## config.mk

```make
export PLATFORM = sky130hd
export DESIGN_NAME = idex_pipe_stage_flat
export DESIGN_NICKNAME = d
export VERILOG_FILES = /design/src/rtl/idex_pkg.sv /design/src/rtl/idex_pipe_stage_if.sv /design/src/rtl/idex_skid_buf.sv /design/src/rtl/idex_pipe_stage.sv /design/src/flat_wrapper.sv
export SDC_FILE = /design/constraint.sdc
export NUM_CORES = 1
export LEC_CHECK = 0
export ABC_AREA = 1
export BUFFER_PORTS_ARGS = -buffer_cell sky130_fd_sc_hd__clkbuf_2
export CAP_MARGIN = 20
export CORE_MARGIN = 2
export CORE_UTILIZATION = 35
export CTS_BUF_LIST = sky130_fd_sc_hd__clkbuf_2 sky130_fd_sc_hd__clkbuf_4 sky130_fd_sc_hd__clkbuf_8
export DETAILED_ROUTE_END_ITERATION = 8
export REMOVE_ABC_BUFFERS = 1
export SLEW_MARGIN = 30
export SYNTH_ARGS = -nofsm -noshare
export SYNTH_HDL_FRONTEND = slang
export SYNTH_SLANG_ARGS = --single-unit
```

## constraint.sdc

```tcl
create_clock -name clk -period 3.5 [get_ports clk]
set_input_delay 1.05 -clock clk [delete_from_list [all_inputs] [get_ports clk]]
set_output_delay 1.05 -clock clk [all_outputs]
set_load 0.02 [all_outputs]
```

## src/rtl/idex_pkg.sv

```systemverilog
// Shared definitions for the ID->EX stage: control-bundle width, bit layout and field helpers.
package idex_pkg;

   localparam int unsigned CtrlW      = 12;

   localparam int unsigned CtrlLoad   = 0;
   localparam int unsigned CtrlStore  = 1;
   localparam int unsigned CtrlBranch = 2;
   localparam int unsigned CtrlJal    = 3;
   localparam int unsigned CtrlJalr   = 4;
   localparam int unsigned CtrlOpaPc  = 5;
   localparam int unsigned CtrlOpbImm = 6;
   localparam int unsigned CtrlUseRs1 = 7;
   localparam int unsigned CtrlUseRs2 = 8;

   localparam int unsigned CtrlAluLsb = 9;
   localparam int unsigned CtrlAluW   = 2;
   localparam int unsigned CtrlResLsb = 11;
   localparam int unsigned CtrlResW   = 1;

   typedef logic [CtrlW-1:0] ctrl_t;

   function automatic logic [CtrlAluW-1:0] ctrl_alu(ctrl_t c);
      return c[CtrlAluLsb +: CtrlAluW];
   endfunction

   function automatic logic [CtrlResW-1:0] ctrl_result_src(ctrl_t c);
      return c[CtrlResLsb +: CtrlResW];
   endfunction

endpackage

```

## src/rtl/idex_pipe_stage_if.sv

```systemverilog
// ID->EX stage bus: decode-side request, writeback snoop, flush and EX-side response.
// master = decode/EX environment, slave = the pipeline stage.
interface idex_pipe_stage_if
   import idex_pkg::*;
#(
   parameter int unsigned XLEN   = 32,
   parameter int unsigned RA_W   = 5,
   parameter int unsigned CTRL_W = CtrlW
);
   logic              in_valid;
   logic              in_ready;
   logic [31:0]       in_instr;
   logic [XLEN-1:0]   in_pc;
   logic [XLEN-1:0]   in_pc4;
   logic [XLEN-1:0]   in_rs1_data;
   logic [XLEN-1:0]   in_rs2_data;
   logic [XLEN-1:0]   in_imm;
   logic [CTRL_W-1:0] in_ctrl;

   logic              wb_we;
   logic [RA_W-1:0]   wb_rd;
   logic [XLEN-1:0]   wb_data;

   logic              flush;

   logic              out_valid;
   logic              out_ready;
   logic [XLEN-1:0]   out_op_a;
   logic [XLEN-1:0]   out_op_b;
   logic [XLEN-1:0]   out_store;
   logic [RA_W-1:0]   out_rs1;
   logic [RA_W-1:0]   out_rs2;
   logic [RA_W-1:0]   out_rd;
   logic [XLEN-1:0]   out_pc;
   logic [XLEN-1:0]   out_pc4;
   logic [31:0]       out_instr;
   logic [CTRL_W-1:0] out_ctrl;
   logic              load_use_stall;

   modport master (
      output in_valid, in_instr, in_pc, in_pc4, in_rs1_data, in_rs2_data, in_imm, in_ctrl,
      output wb_we, wb_rd, wb_data, flush, out_ready,
      input  in_ready, out_valid, out_op_a, out_op_b, out_store, out_rs1, out_rs2, out_rd,
      input  out_pc, out_pc4, out_instr, out_ctrl, load_use_stall
   );

   modport slave (
      input  in_valid, in_instr, in_pc, in_pc4, in_rs1_data, in_rs2_data, in_imm, in_ctrl,
      input  wb_we, wb_rd, wb_data, flush, out_ready,
      output in_ready, out_valid, out_op_a, out_op_b, out_store, out_rs1, out_rs2, out_rd,
      output out_pc, out_pc4, out_instr, out_ctrl, load_use_stall
   );

endinterface

```

## src/rtl/idex_skid_buf.sv

```systemverilog
// Generic 2-entry valid/ready skid buffer: a main (output) entry plus one skid entry.
// in_ready is a flop output so the upstream path is never combinational through this block.
module idex_skid_buf #(
   parameter int unsigned W = 8
) (
   input  logic         clk,
   input  logic         rst,
   input  logic         flush,
   input  logic         in_valid,
   output logic         in_ready,
   input  logic [W-1:0] in_data,
   output logic         out_valid,
   input  logic         out_ready,
   output logic [W-1:0] out_data
);

   logic         main_valid_q, main_valid_d;
   logic         skid_valid_q, skid_valid_d;
   logic [W-1:0] main_q, main_d;
   logic [W-1:0] skid_q, skid_d;
   logic         in_fire, out_fire;

   assign in_ready  = ~skid_valid_q;
   assign out_valid = main_valid_q;
   assign out_data  = main_q;

   always_comb begin
      main_valid_d = main_valid_q;
      skid_valid_d = skid_valid_q;
      main_d       = main_q;
      skid_d       = skid_q;
      in_fire      = in_valid & ~skid_valid_q;
      out_fire     = main_valid_q & out_ready;

      if (flush) begin
         main_valid_d = 1'b0;
         skid_valid_d = 1'b0;
      end else if (skid_valid_q) begin
         // Skid full means in_ready is low; only the drain side can move.
         if (out_fire) begin
            main_d       = skid_q;
            skid_valid_d = 1'b0;
         end
      end else if (main_valid_q && !out_fire) begin
         if (in_fire) begin
            skid_d       = in_data;
            skid_valid_d = 1'b1;
         end
      end else begin
         main_valid_d = in_fire;
         if (in_fire) begin
            main_d = in_data;
         end
      end
   end

   always_ff @(posedge clk) begin
      if (rst) begin
         main_valid_q <= 1'b0;
         skid_valid_q <= 1'b0;
         main_q       <= '0;
         skid_q       <= '0;
      end else begin
         main_valid_q <= main_valid_d;
         skid_valid_q <= skid_valid_d;
         main_q       <= main_d;
         skid_q       <= skid_d;
      end
   end

endmodule

```

## src/rtl/idex_pipe_stage.sv

```systemverilog
// ID->EX pipeline stage: operand select, load-use interlock and skid-buffered capture.
// Optional writeback bypass at capture when IDEX_WB_BYPASS_EN is defined.
module idex_pipe_stage
   import idex_pkg::*;
#(
   parameter int unsigned XLEN   = 32,
   parameter int unsigned RA_W   = 5,
   parameter int unsigned CTRL_W = CtrlW
) (
   input logic              clk,
   input logic              rst,
   idex_pipe_stage_if.slave bus
);

   localparam int unsigned PW = 32 + 5 * XLEN + 3 * RA_W + CTRL_W;

   logic [RA_W-1:0] rs1, rs2, rd;
   logic [XLEN-1:0] rs1_val, rs2_val, op_a, op_b;
   logic            use_rs1, use_rs2, lu_hit;
   logic            lu_pend_q;
   logic [RA_W-1:0] lu_rd_q;
   logic            buf_in_valid, buf_out_valid, out_fire, out_is_load;
   logic [PW-1:0]   buf_in_data, buf_out_data;

   assign rs1 = bus.in_instr[15 +: RA_W];
   assign rs2 = bus.in_instr[20 +: RA_W];
   assign rd  = bus.in_instr[7 +: RA_W];

`ifdef IDEX_WB_BYPASS_EN
   assign rs1_val = (bus.wb_we && (bus.wb_rd != '0) && (bus.wb_rd == rs1)) ?
                    bus.wb_data : bus.in_rs1_data;
   assign rs2_val = (bus.wb_we && (bus.wb_rd != '0) && (bus.wb_rd == rs2)) ?
                    bus.wb_data : bus.in_rs2_data;
`else
   logic unused_wb;
   assign unused_wb = ^{bus.wb_we, bus.wb_rd, bus.wb_data};
   assign rs1_val   = bus.in_rs1_data;
   assign rs2_val   = bus.in_rs2_data;
`endif

   assign op_a    = bus.in_ctrl[CtrlOpaPc] ? bus.in_pc : rs1_val;
   assign op_b    = bus.in_ctrl[CtrlOpbImm] ? bus.in_imm : rs2_val;
   assign use_rs1 = bus.in_ctrl[CtrlUseRs1];
   assign use_rs2 = bus.in_ctrl[CtrlUseRs2];

   // lu_rd_q can never be x0 while lu_pend_q is set, but keep the x0 guard explicit.
   assign lu_hit = lu_pend_q &
                   ((use_rs1 & (rs1 != '0) & (rs1 == lu_rd_q)) |
                    (use_rs2 & (rs2 != '0) & (rs2 == lu_rd_q)));

   assign bus.load_use_stall = lu_hit & bus.in_valid;
   assign buf_in_valid       = bus.in_valid & ~lu_hit & ~bus.flush;
   assign buf_in_data        = {bus.in_instr, bus.in_pc, bus.in_pc4, op_a, op_b, rs2_val,
                                rs1, rs2, rd, bus.in_ctrl};

   idex_skid_buf #(
      .W (PW)
   ) u_skid (
      .clk       (clk),
      .rst       (rst),
      .flush     (bus.flush),
      .in_valid  (buf_in_valid),
      .in_ready  (bus.in_ready),
      .in_data   (buf_in_data),
      .out_valid (buf_out_valid),
      .out_ready (bus.out_ready),
      .out_data  (buf_out_data)
   );

   assign {bus.out_instr, bus.out_pc, bus.out_pc4, bus.out_op_a, bus.out_op_b, bus.out_store,
           bus.out_rs1, bus.out_rs2, bus.out_rd, bus.out_ctrl} = buf_out_data;
   assign bus.out_valid = buf_out_valid;

   assign out_fire    = buf_out_valid & bus.out_ready;
   assign out_is_load = out_fire & bus.out_ctrl[CtrlLoad] & (bus.out_rd != '0);

   always_ff @(posedge clk) begin
      if (rst) begin
         lu_pend_q <= 1'b0;
         lu_rd_q   <= '0;
      end else begin
         lu_pend_q <= out_is_load & ~bus.flush;
         if (out_is_load) begin
            lu_rd_q <= bus.out_rd;
         end
      end
   end

endmodule

```

## src/flat_wrapper.sv

```systemverilog
// flat-port wrapper written by rule: the top's interface ports become plain ports
module idex_pipe_stage_flat import idex_pkg::*;
#(
   parameter int unsigned XLEN   = 32,
   parameter int unsigned RA_W   = 5,
   parameter int unsigned CTRL_W = CtrlW
)
  (clk, rst, bus_in_valid, bus_in_instr, bus_in_pc, bus_in_pc4, bus_in_rs1_data, bus_in_rs2_data, bus_in_imm, bus_in_ctrl, bus_wb_we, bus_wb_rd, bus_wb_data, bus_flush, bus_out_ready, bus_in_ready, bus_out_valid, bus_out_op_a, bus_out_op_b, bus_out_store, bus_out_rs1, bus_out_rs2, bus_out_rd, bus_out_pc, bus_out_pc4, bus_out_instr, bus_out_ctrl, bus_load_use_stall);
  idex_pipe_stage_if #(.XLEN(XLEN), .RA_W(RA_W), .CTRL_W(CTRL_W)) bus_i ();
  input logic clk;
  input logic rst;
  input wire logic [$bits(bus_i.in_valid)-1:0] bus_in_valid;
  input wire logic [$bits(bus_i.in_instr)-1:0] bus_in_instr;
  input wire logic [$bits(bus_i.in_pc)-1:0] bus_in_pc;
  input wire logic [$bits(bus_i.in_pc4)-1:0] bus_in_pc4;
  input wire logic [$bits(bus_i.in_rs1_data)-1:0] bus_in_rs1_data;
  input wire logic [$bits(bus_i.in_rs2_data)-1:0] bus_in_rs2_data;
  input wire logic [$bits(bus_i.in_imm)-1:0] bus_in_imm;
  input wire logic [$bits(bus_i.in_ctrl)-1:0] bus_in_ctrl;
  input wire logic [$bits(bus_i.wb_we)-1:0] bus_wb_we;
  input wire logic [$bits(bus_i.wb_rd)-1:0] bus_wb_rd;
  input wire logic [$bits(bus_i.wb_data)-1:0] bus_wb_data;
  input wire logic [$bits(bus_i.flush)-1:0] bus_flush;
  input wire logic [$bits(bus_i.out_ready)-1:0] bus_out_ready;
  output wire logic [$bits(bus_i.in_ready)-1:0] bus_in_ready;
  output wire logic [$bits(bus_i.out_valid)-1:0] bus_out_valid;
  output wire logic [$bits(bus_i.out_op_a)-1:0] bus_out_op_a;
  output wire logic [$bits(bus_i.out_op_b)-1:0] bus_out_op_b;
  output wire logic [$bits(bus_i.out_store)-1:0] bus_out_store;
  output wire logic [$bits(bus_i.out_rs1)-1:0] bus_out_rs1;
  output wire logic [$bits(bus_i.out_rs2)-1:0] bus_out_rs2;
  output wire logic [$bits(bus_i.out_rd)-1:0] bus_out_rd;
  output wire logic [$bits(bus_i.out_pc)-1:0] bus_out_pc;
  output wire logic [$bits(bus_i.out_pc4)-1:0] bus_out_pc4;
  output wire logic [$bits(bus_i.out_instr)-1:0] bus_out_instr;
  output wire logic [$bits(bus_i.out_ctrl)-1:0] bus_out_ctrl;
  output wire logic [$bits(bus_i.load_use_stall)-1:0] bus_load_use_stall;
  assign bus_i.in_valid = bus_in_valid;
  assign bus_i.in_instr = bus_in_instr;
  assign bus_i.in_pc = bus_in_pc;
  assign bus_i.in_pc4 = bus_in_pc4;
  assign bus_i.in_rs1_data = bus_in_rs1_data;
  assign bus_i.in_rs2_data = bus_in_rs2_data;
  assign bus_i.in_imm = bus_in_imm;
  assign bus_i.in_ctrl = bus_in_ctrl;
  assign bus_i.wb_we = bus_wb_we;
  assign bus_i.wb_rd = bus_wb_rd;
  assign bus_i.wb_data = bus_wb_data;
  assign bus_i.flush = bus_flush;
  assign bus_i.out_ready = bus_out_ready;
  assign bus_in_ready = bus_i.in_ready;
  assign bus_out_valid = bus_i.out_valid;
  assign bus_out_op_a = bus_i.out_op_a;
  assign bus_out_op_b = bus_i.out_op_b;
  assign bus_out_store = bus_i.out_store;
  assign bus_out_rs1 = bus_i.out_rs1;
  assign bus_out_rs2 = bus_i.out_rs2;
  assign bus_out_rd = bus_i.out_rd;
  assign bus_out_pc = bus_i.out_pc;
  assign bus_out_pc4 = bus_i.out_pc4;
  assign bus_out_instr = bus_i.out_instr;
  assign bus_out_ctrl = bus_i.out_ctrl;
  assign bus_load_use_stall = bus_i.load_use_stall;
  idex_pipe_stage #(.XLEN(XLEN), .RA_W(RA_W), .CTRL_W(CTRL_W)) u_core (.clk(clk), .rst(rst), .bus(bus_i));
endmodule
```

==> results of run 1 <==
[sequential cells by signal, summed over array words and instances (netlist names)]
name	flops
u_core.lu_rd_q	5
u_core.u_skid.out_data	204
u_core.lu_pend_q	1
u_core.u_skid.out_valid	1
u_core.u_skid.skid_valid_q	1
u_core.u_skid.skid_q	204
[cell usage in the layout (no fill, tap or decap), types with 2 or more instances in the layout]
master	count
a21oi_1	213
buf_12	24
buf_4	18
clkbuf_2	430
clkbuf_4	26
clkbuf_8	90
clkinv_2	9
dfxtp_1	415
inv_1	485
inv_2	4
inv_6	3
inv_8	2
nand2_1	707
nand3_1	3
nand4_1	3
nor2_1	420
o21ai_0	478
o21ai_1	2
[layout make-up]
cell class,instances,area (um2)
Tap cell,696,871
Fill cell,5741,30600
Timing Repair Buffer,472,2770
Inverter,491,1860
Multi-Input combinational cell,1830,7770
Clock inverter,13,78.8
Sequential cell,416,8330
Clock buffer,116,1430
[synthesized netlist by cell type, drive strengths merged]
cell,number
nand3,4
xnor2,1
clkbuf,117
clkinv,1
a21oi,213
buf,93
inv,490
or2,1
o21ai,480
dfxtp,416
nor2,420
xor2,1
nand2,707
nand4,3
[worst max-delay path, cell delays in order]
cell	delay [ns]
clkbuf_2	0.12
inv_1	0.05
a21oi_1	0.13
nand2_1	0.06
nor2_1	0.09
nand3_1	0.07
nand2_1	0.08
nand2_1	0.10
nor2_1	0.10
clkbuf_2	0.17
[metrics by stage]
| stage | worst slack, ns | cells | TNS, ns | hold WS, ns |
|---|---|---|---|---|
| after detailed placement | 0.387 | 3905 | 0 | 0.434 |
| after CTS | 0.387 | 4034 | 0 | 0.442 |
| after global routing | 0.296 | 4034 | 0 | 0.458 |
| final | 0.406 | 4034 | 0 | 0.441 |
| after floorplan | -13.48 | 2737 | -5064.95 | 0.426 |
| after global placement | 0.399 | 3905 | 0 | 0.432 |
[report_power, final]
part / switching [mW] / internal, mW
Sequential: 0.0774 / 4.88
Combinational: 0.763 / 0.423
Clock: 2.05 / 2.60
[final timing paths]
check | to | start | cells after the start
worst max-delay path | bus_load_use_stall | bus_in_instr[15] | 10
worst min-delay path | u_core.u_skid.skid_q[40]$_SDFFE_PP0P_ | u_core.u_skid.skid_q[40]$_SDFFE_PP0P_ | 2
worst max register to register | u_core.u_skid.out_data[154]$_SDFFE_PP0P_ | u_core.lu_rd_q[2]$_SDFFE_PP0P_ | 15
worst min register to register | u_core.u_skid.skid_q[40]$_SDFFE_PP0P_ | u_core.u_skid.skid_q[40]$_SDFFE_PP0P_ | 2
[layer usage]
layer  global-route usage  routed length [um]
met5                    0                  13
met3               0.0529                3510
met2                0.281               22400
met1                0.222               22900
met4               0.0616                1090
[logic make-up after synthesis]
family          after synthesis
xor+xnor                      2
flops                       416
buf+inv                     701
simple gates               1135
compound gates              693
==> reports/metrics.yaml, run 1 <==
routing:
  drt_iter0_markers: 844
  vias_per_cell: 4.41
  dr_total_vias: 17801
  drc: 0
  antenna_left: 0
  dr.pass1.iters: 5
  wl_um: 49900
  wl_per_cell_um: 12.4
final_layout:
  fin_util: 0.430
  diodes: 0
  fin_area_um2: 23100
  final_layout_size_suffix_gt1_frac: 0.183
  area_growth_pct: 21.9
  final_nets: 3534
sta:
  fin_crit_sh: 0.884
  slew_violations: 0
  period_minus_slack_ns: 3.09
  max_freq_mhz: 323
  setup_viol: 0
  rsz0062_at_grt: "no"
  max_slew_margin: 0.510
  worstMarginPinSlew_ns: 0.727
  finalHoldViolCount: 0
  finClkSkew_ns: 0.0195
placed_design:
  place.port_buffers: 430
  gp_congestion: 0.784
  placed_area_um2: 21600
  dp_hpwl_um: 33400
yosys:
  synth_top_family_by_area: "simple AND/OR/NAND/NOR gates"
  synthSimpleGateAreaFrac: 0.225
  yosys-top-cells-area: "dfxtp_1, nand2_1, o21ai_0"
  synth_xor_area_frac: 0.000924
  synthMuxAreaShare: 0
  syn_area_per_cell_um2: 6.44
  ys_seq_area_frac: 0.439
  synth-compound-area-share: 0.183
  synth.largest_area_cell: "dfxtp_1"
  synth_top_area_frac: 0.439
  synthAdderAreaFrac: 0
  yosys_warnings: 0
  synthesis.area_um2: 19000
  yosysUniqueCellTypes: 19
  syn_inst: 2947
  ys_seq_elements: 416
cts:
  cts_hold_buffers: 0
  cts_buffer_depth: 3
  clk_latency_ns: 0.63
  cts.sinks: 416
  clk_pin_slew_ns: 0.05
  cts_tree: "yes"
  cts_inserted_buffers: 76
  postCtsSetupBuffers: 0
  root_buffer: "clkbuf_8"
  cts.htree.levels: 3
  cts_resized: 0
worst_setup_path:
  r2r_slack_ns: 1.40
  crit_arrival_ns: 2.04
  end_kind: "output port"
  path_class: "in -> out"
  required_ns: 2.45
  worstPathMaxFanout: 4
  crit_path_start_kind: "primary input"
min_path:
  hold_path_class: "reg -> reg"
floorplanning:
  io_pins: 469
  num_rows: 85
  dieWidth_um: 237
  die_area_um2: 56100
  die-height_um: 237
  start_util: 0.353
  core_area_um2: 53700
grt:
  track_usage: 0.175
  antenna_found_initial: 1
  first_global_vias: 15805
  grt_pass1_wl_um: 80700
  grt-ovfl-total: 0
  grt_max_degree: 151
power_and_ir_drop:
  p_leak_nw: 11.5
  finalPower_mw: 10.8
  power.density_nw_per_um2: 467
  ir_drop_mv: 0.333
status:
  status: "finished clean"
flow_run:
  maxCapViolCount: 0
(Power assumes the default switching activity.)
==> run 2: changes to the inputs <==
--- a/config.mk
+++ b/config.mk
@@ -12,6 +12,7 @@
 export CORE_UTILIZATION = 35
 export CTS_BUF_LIST = sky130_fd_sc_hd__clkbuf_2 sky130_fd_sc_hd__clkbuf_4 sky130_fd_sc_hd__clkbuf_8
 export DETAILED_ROUTE_END_ITERATION = 8
+export GPL_TIMING_DRIVEN = 0
 export REMOVE_ABC_BUFFERS = 1
 export SLEW_MARGIN = 30
 export SYNTH_ARGS = -nofsm -noshare
==> run 2 against run 1 <==
Net effect: first-iteration DRC count rose by 10%; worst hold slack improved by 0.0027 ns; routed wire length increased by 6.9%; register-to-register slack lost 1.1 ns; non-clock buffer count grew 12; via count up 0.44%; clock power increased by 8.8%; power up 3.7%; sequential power is essentially flat; flip-flop and latch count unchanged; cell area is 2.0% higher; critical path type is now reg -> reg; largest power group is now the clock network.
==> reports/metrics.yaml, run 2 (synthesized netlist as in run 1, its figures left out) <==
routing:
  dr_total_vias: 17879  # +0.44%
  drt_iter0_markers: 928  # +10%
  dr.pass1.iters: 5  # unchanged
  vias_per_cell: 4.41  # -0.11%
  drc: 0  # unchanged
  wl_um: 53400  # +6.9%
  antenna_left: 0  # unchanged
  wl_per_cell_um: 13.2  # +6.3%
worst_setup_path:
  critical_path.cell_chain: "buf_16 > inv_12 > buf_16 > buf_16 > nand2_1 > nand3_4 > buf_12 > buf_12 > buf_12 > buf_12 > nand2_1 > nand2_1 > nor2_1"
  cpMaxStageDelayCell: "nand3_4"
  cpMostUsedCell: "buf_12"
  path_class: "reg -> reg"
  end_kind: "flip-flop"
  crit_path_start_kind: "flip-flop"
  crit_arrival_ns: 3.73  # +1.69 ns
  slowest_delay_ns: 0.40  # +0.23 ns
  crit_start: "u_core.u_skid.skid_valid_q$_SDFF_PP0_"
  required_ns: 4.02  # +1.57 ns
  worstPathMaxFanout: 55  # +51
  regToRegStartpoint: "u_core.u_skid.skid_valid_q$_SDFF_PP0_"
final_layout:
  fin_util: 0.439  # +0.00857
  layout_common_cells: "nand2_1, inv_1, o21ai_0"
  area_growth_pct: 24.3
  final_common_cell: "nand2_1"
  final_nets: 3547  # +0.37%
  final_layout_size_suffix_gt1_frac: 0.188  # +0.00487
sta:
  max_freq_mhz: 312  # -3.4%
  slew_violations: 0  # unchanged
  worstMarginPinSlew_ns: 0.712  # -0.0149 ns
  worst_slack_ns: 0.298  # -0.108 ns
  fin_crit_sh: 0.915  # +0.0309
  finalHoldViolCount: 0  # unchanged
  period_minus_slack_ns: 3.20  # +0.108 ns
  rsz0062_at_grt: "no"
  max_slew_margin: 0.525  # +0.0151
  setup_viol: 0  # unchanged
  finClkSkew_ns: 0.0233  # +0.00378 ns
flow_run:
  maxCapViolCount: 0  # unchanged
cts:
  cts.sinks: 416  # unchanged
  cts.htree.levels: 3  # unchanged
  clk_latency_ns: 0.63  # about the same
  clk_pin_slew_ns: 0.06  # about the same
  cts_buffer_depth: 3  # unchanged
  cts_tree: "yes"
  cts_hold_buffers: 0  # unchanged
  cts_inserted_buffers: 77  # +1.3%
  root_buffer: "clkbuf_8"
grt:
  grt_pass1_wl_um: 84200  # +4.2%
  antenna_found_initial: 5  # +4
  grt_busiest_layer: "met2"
  grt_use_met1: 0.229  # +0.00716
  first_global_vias: 16170  # +2.3%
  track_usage: 0.183  # +0.00846
  grt_max_degree: 88  # -42%
  grt-ovfl-total: 0  # unchanged
  gr-usage-met2: 0.300  # +0.0185
  use_met3: 0.0565  # +0.00361
power_and_ir_drop:
  power.density_nw_per_um2: 475  # +1.7%
  p_leak_nw: 11.7  # +2.0%
  switchingPower_mw: 2.94  # +1.9%
  pwr-share-seq: 0.442  # -0.017
  ir_drop_mv: 0.340  # +1.9%
  comb_power_share: 0.105  # -0.005
  sw_frac_of_total: 0.263  # -0.00469
  intPower_mw: 8.26  # +4.4%
  clkPwrFrac: 0.452  # +0.021
floorplanning:
  io_pins: 469  # unchanged
  num_rows: 85  # unchanged
  die-height_um: 237  # unchanged
  dieWidth_um: 237  # unchanged
  start_util: 0.353  # unchanged
  die_area_um2: 56100  # unchanged
  core_area_um2: 53700  # unchanged
min_path:
  hp-start: "u_core.u_skid.skid_q[158]$_SDFFE_PP0P_"
  hold_path_class: "reg -> reg"
placed_design:
  dp_hpwl_um: 33900  # +1.5%
  gp_congestion: 0.768  # -2.0%
  place.port_buffers: 430  # unchanged
  dp_slack_ns: -0.651  # -1.04 ns
status:
  status: "finished clean"
## run 2: cell types whose count changed in the layout (fill, tap and decap cells not counted), moves of 5 or more
cell / change
buf_12: -15
buf_6: +15
clkbuf_8: +12
buf_16: +9
clkbuf_4: -6
buf_4: -5
## run 2: repair_timing
action	in CTS	in global routing
pin swaps	1	0
setup buffers	4	0
gates resized for setup	1	0
setup endpoints to repair	203	56
gates cloned	3	2
## run 2: final cells by class
type | instances | area [um2]
antenna | 2 | 5.00
clock buffer | 121 | 1550
clock inverter | 16 | 143
fill | 5742 | 30100
inverter | 491 | 1860
multi-input combinational | 1830 | 7770
sequential | 416 | 8330
tap | 696 | 871
timing repair buffer | 484 | 3040
## run 2: metrics by stage
stage	TNS (ns)	total power, mW	hold WS [ns]	cell area [um2]	cells
after floorplan	-5064.95	5.93	0.426	17900	2737
after global placement	-	6.51	0.435	21000	3863
after detailed placement	-45.87	6.24	0.435	21700	3909
after CTS	0	11.4	0.444	23500	4053
after global routing	0	11.8	0.455	23600	4056
final	0	11.2	0.444	23600	4056
## run 2: path summary, 6_finish.rpt
| path | to | slack (ns) | cells after the start |
|---|---|---|---|
| max | u_core.u_skid.out_data[35]$_SDFFE_PP0P_ | 0.30 | 13 |
| min | u_core.u_skid.skid_q[158]$_SDFFE_PP0P_ | 0.44 | 2 |
| max reg2reg | u_core.u_skid.out_data[35]$_SDFFE_PP0P_ | 0.30 | 13 |
| min reg2reg | u_core.u_skid.skid_q[158]$_SDFFE_PP0P_ | 0.44 | 2 |
## run 2: worst max-delay path, delay by kind of cell, from the launching register on
family / cells / cell delay (ns)
DFF: 1 / 0.36
buffers and inverters: 8 / 1.88
and+or+nand+nor: 5 / 0.72
## run 2: power by group through the flow
stage | Clock [mW] | Sequential (mW) | Combinational [mW]
finish | 5.06 | 4.95 | 1.18
global route | 5.46 | 4.97 | 1.34
CTS | 5.24 | 4.95 | 1.19
detailed placement | 0 | 5.06 | 1.18
global placement | 0 | 5.05 | 1.46
floorplan | 0 | 5.22 | 0.711
## run 2: per-layer routing
layer / share of wire / vias up
met2: 0.46 / 364
met4: 0.019 / 6
li1: - / 9654
met1: 0.45 / 7775
met5: 0.00075 / -
met3: 0.070 / 80
==> run 3: changes to the inputs <==
--- a/config.mk
+++ b/config.mk
@@ -17,4 +17,5 @@
 export SLEW_MARGIN = 30
 export SYNTH_ARGS = -nofsm -noshare
 export SYNTH_HDL_FRONTEND = slang
+export SYNTH_HIERARCHICAL = 1
 export SYNTH_SLANG_ARGS = --single-unit
==> run 3 against run 2 <==
Net effect: critical path depth grew 8; maximum frequency shrank 2.1%; global-route usage shrank 0.30 points; die area grew 16%; clock skew grew 0.011 ns; clock-buffer cell count grew 11; synthesized area grew 16%; final cell count grew 16%; critical path type is now in -> reg.
==> reports/metrics.yaml, run 3 <==
final_layout:
  final_nets: 4055  # +14%
  final_layout_size_suffix_gt1_frac: 0.175  # -0.0129
  fin_area_um2: 27000  # +15%
  area_growth_pct: 22.8
  diodes: 0  # -2
  final_cells: 4706  # +16%
  fillerInstances: 6669  # +16%
  final_common_cell: "nand2_1"
  layout_common_cells: "nand2_1, nor2_1, inv_1"
worst_setup_path:
  path_class: "in -> reg"
  crit_path_start_kind: "primary input"
  r2r_slack_ns: 0.45  # +0.15 ns
  cpMaxStageDelayCell: "a21oi_2"
  cp_num_buf_inv: 9  # +1
  critical_path.cell_chain: "clkbuf_2 > nor2_1 > nand2_1 > nand2_1 > nand2_1 > nand4_1 > nand2_1 > a21oi_2 > inv_1 > nor2_4 > buf_16 > nand2_1 > nor2_4 > buf_16 > buf_16 > buf_16 > buf_16 > buf_8 > buf_16 > nor2_1 > nor2_1"
  end_kind: "flip-flop"
  slowest_delay_ns: 0.21  # -0.19 ns
  cpMostUsedCell: "buf_16"
  crit_arrival_ns: 3.84  # +0.11 ns
  worstPathMaxFanout: 22  # -60%
  path_delay_family: "buffers and inverters"
  required_ns: 4.06  # +0.04 ns
yosys:
  yosys-top-cells-area: "dfxtp_1, nand2_1, nor2_1"
  synthesis.area_um2: 22000  # +16%
  ys_seq_area_frac: 0.406  # -0.0330
  ys_async_sr_fraction: 0  # unchanged
  ys_seq_elements: 446  # +7.2%
  yosysUniqueCellTypes: 27  # +8
  synth.largest_area_cell: "dfxtp_1"
  yosys.cell_count.top_type: "nand2_1"
  yosys_warnings: 6  # +6
  synth_top_area_frac: 0.406  # -0.0330
  syn_inst: 3464  # +18%
  syn_area_per_cell_um2: 6.35  # -1.4%
  synth_ff_type: "dfxtp_1"
  synth_edf_count: 0  # unchanged
  ys_top_cells_by_count: "nand2_1, nor2_1, inv_1"
routing:
  drt_iter0_markers: 1185  # +28%
  dr.pass1.iters: 5  # unchanged
  wl_per_cell_um: 13.0  # -1.5%
  vias_per_cell: 4.43  # +0.44%
  antenna_left: 0  # unchanged
  dr_total_vias: 20836  # +17%
  wl_um: 61000  # +14%
  drc: 0  # unchanged
sta:
  finClkSkew_ns: 0.0345  # +0.0112 ns
  period_minus_slack_ns: 3.27  # +0.0695 ns
  worstMarginPinSlew_ns: 0.574  # -0.138 ns
  slew_violations: 0  # unchanged
  worst_slack_ns: 0.229  # -0.0695 ns
  fin_crit_sh: 0.935  # +0.0199
  setup_viol: 0  # unchanged
  max_freq_mhz: 306  # -2.1%
  rsz0062_at_grt: "no"
  max_slew_margin: 0.617  # +0.0923
  finalHoldViolCount: 0  # unchanged
power_and_ir_drop:
  finalPower_mw: 12.1  # +8.4%
  power.density_nw_per_um2: 450  # -5.3%
  comb_power_share: 0.116  # +0.011
  intPower_mw: 8.88  # +7.6%
  p_leak_nw: 13.7  # +17%
  switchingPower_mw: 3.26  # +11%
  clkPwrFrac: 0.447  # -0.005
  sw_frac_of_total: 0.269  # +0.00581
  pwr-share-seq: 0.437  # -0.005
  ir_drop_mv: 0.253  # -26%
flow_run:
  maxCapViolCount: 0  # unchanged
floorplanning:
  io_pins: 469  # unchanged
  die-height_um: 255  # +7.5%
  num_rows: 91  # +7.1%
  die_area_um2: 64800  # +16%
  start_util: 0.355  # +0.00184
  core_area_um2: 61900  # +15%
  dieWidth_um: 255  # +7.5%
min_path:
  hold_path_class: "reg -> reg"
cts:
  clk_pin_slew_ns: 0.05  # about the same
  cts_tree: "yes"
  cts.htree.levels: 3  # unchanged
  cts_hold_buffers: 0  # unchanged
  clk_latency_ns: 0.65  # +0.02 ns
  root_buffer: "clkbuf_8"
  cts_buffer_depth: 3  # unchanged
  cts_inserted_buffers: 85  # +10%
  cts.sinks: 446  # +7.2%
status:
  status: "finished clean"
placed_design:
  dp_hpwl_um: 39400  # +16%
  place.port_buffers: 430  # unchanged
  placed_area_um2: 25200  # +16%
  dp_slack_ns: -1.04  # -0.391 ns
  dp_cells: 4555  # +17%
  gp_congestion: 0.782  # +1.8%
grt:
  first_global_vias: 18625  # +15%
  grt-ovfl-total: 0  # unchanged
  grt_pass1_wl_um: 95800  # +14%
  track_usage: 0.180  # -0.00297
  grt_max_degree: 114  # +30%
  antenna_found_initial: 3  # -2
run 3: cell types whose count changed after synthesis, sizes merged, moves of 2 or more:
cell,change
a21oi,-207
buf,+64
clkbuf,-48
dfxtp,+30
inv,-29
mux2,+64
nand2,+207
nand3,+216
nor2,+473
nor3,+2
o21ai,-253
run 3: cell type report:
cell class	instances	area, um2	area share
clock buffer	132	1640	0.0608
clock inverter	16	160	0.00593
inverter	461	1740	0.0644
multi-input combinational	2331	9960	0.369
sequential	446	8930	0.331
tap	837	1050	0.0388
timing repair buffer	483	3520	0.130
run 3: final timing paths:
path	from	end	cells past startpoint
min reg2reg	u_core/u_skid/skid_q[150]$_SDFFE_PP0P_	u_core/u_skid/skid_q[150]$_SDFFE_PP0P_	2
max reg2reg	u_core/lu_rd_q[0]$_SDFFE_PP0N_	u_core/u_skid/skid_q[153]$_SDFFE_PP0P_	19
max	bus_in_instr[20]	u_core/u_skid/skid_q[153]$_SDFFE_PP0P_	21
min	u_core/u_skid/skid_q[150]$_SDFFE_PP0P_	u_core/u_skid/skid_q[150]$_SDFFE_PP0P_	2
run 3: per-layer routing:
metal,up-vias,routed length (um),global-route usage
met4,6,968,0.0528
li1,11040,-,-
met3,68,4470,0.0537
met1,9272,27400,0.229
met2,450,28100,0.295
met5,-,38,0
run 3: repair_timing:
item | 4_1_cts | 5_1_grt
setup buffers | 2 | 0
endpoints found under the hold margin | 0 | 0
setup endpoints to repair | 34 | 39
gates cloned | 0 | 1
pin swaps | 2 | 0
resized for setup | 0 | 1
run 3: stage by stage:
| stage | util | setup TNS [ns] | hold WS (ns) |
|---|---|---|---|
| finish | 0.436 | 0 | 0.479 |
| global route | 0.436 | 0 | 0.495 |
| CTS | 0.435 | 0 | 0.484 |
| detailed placement | 0.406 | -113.11 | 0.471 |
| global placement | 0.384 | -8131.21 | 0.461 |
| floorplan | - | -3392.31 | 0.455 |
run 3: cell families after synthesis:
kind of cell / after synthesis / share of synthesized area
DFF: 446 / 0.406
buffers and inverters: 687 / 0.142
muxes: 64 / 0.0362
AOI/OAI and AO/OA: 234 / 0.0536
and+or+nand+nor: 2033 / 0.362
run 3: power groups by stage:
stage               clock network (mW)  registers (mW)  logic, mW
finish                            5.42            5.31       1.41
global route                      5.85            5.32       1.59
CTS                               5.63            5.31       1.42
detailed placement                   0            5.42       1.41
global placement                     0            5.42       1.48
floorplan                            0            5.58      0.735
run 3: worst reg2reg max path: stages (launching register included):
cell and delay [ns]:
dfxtp_1 0.36, inv_2 0.07, o21ai_1 0.12, inv_1 0.05
nand4_1 0.08, nand2_1 0.10, a21oi_2 0.21, inv_1 0.10
nor2_4 0.17, buf_16 0.19, nand2_1 0.12, nor2_4 0.17
buf_16 0.19, buf_16 0.17, buf_16 0.19, buf_16 0.19
buf_8 0.19, buf_16 0.17, nor2_1 0.07, nor2_1 0.10
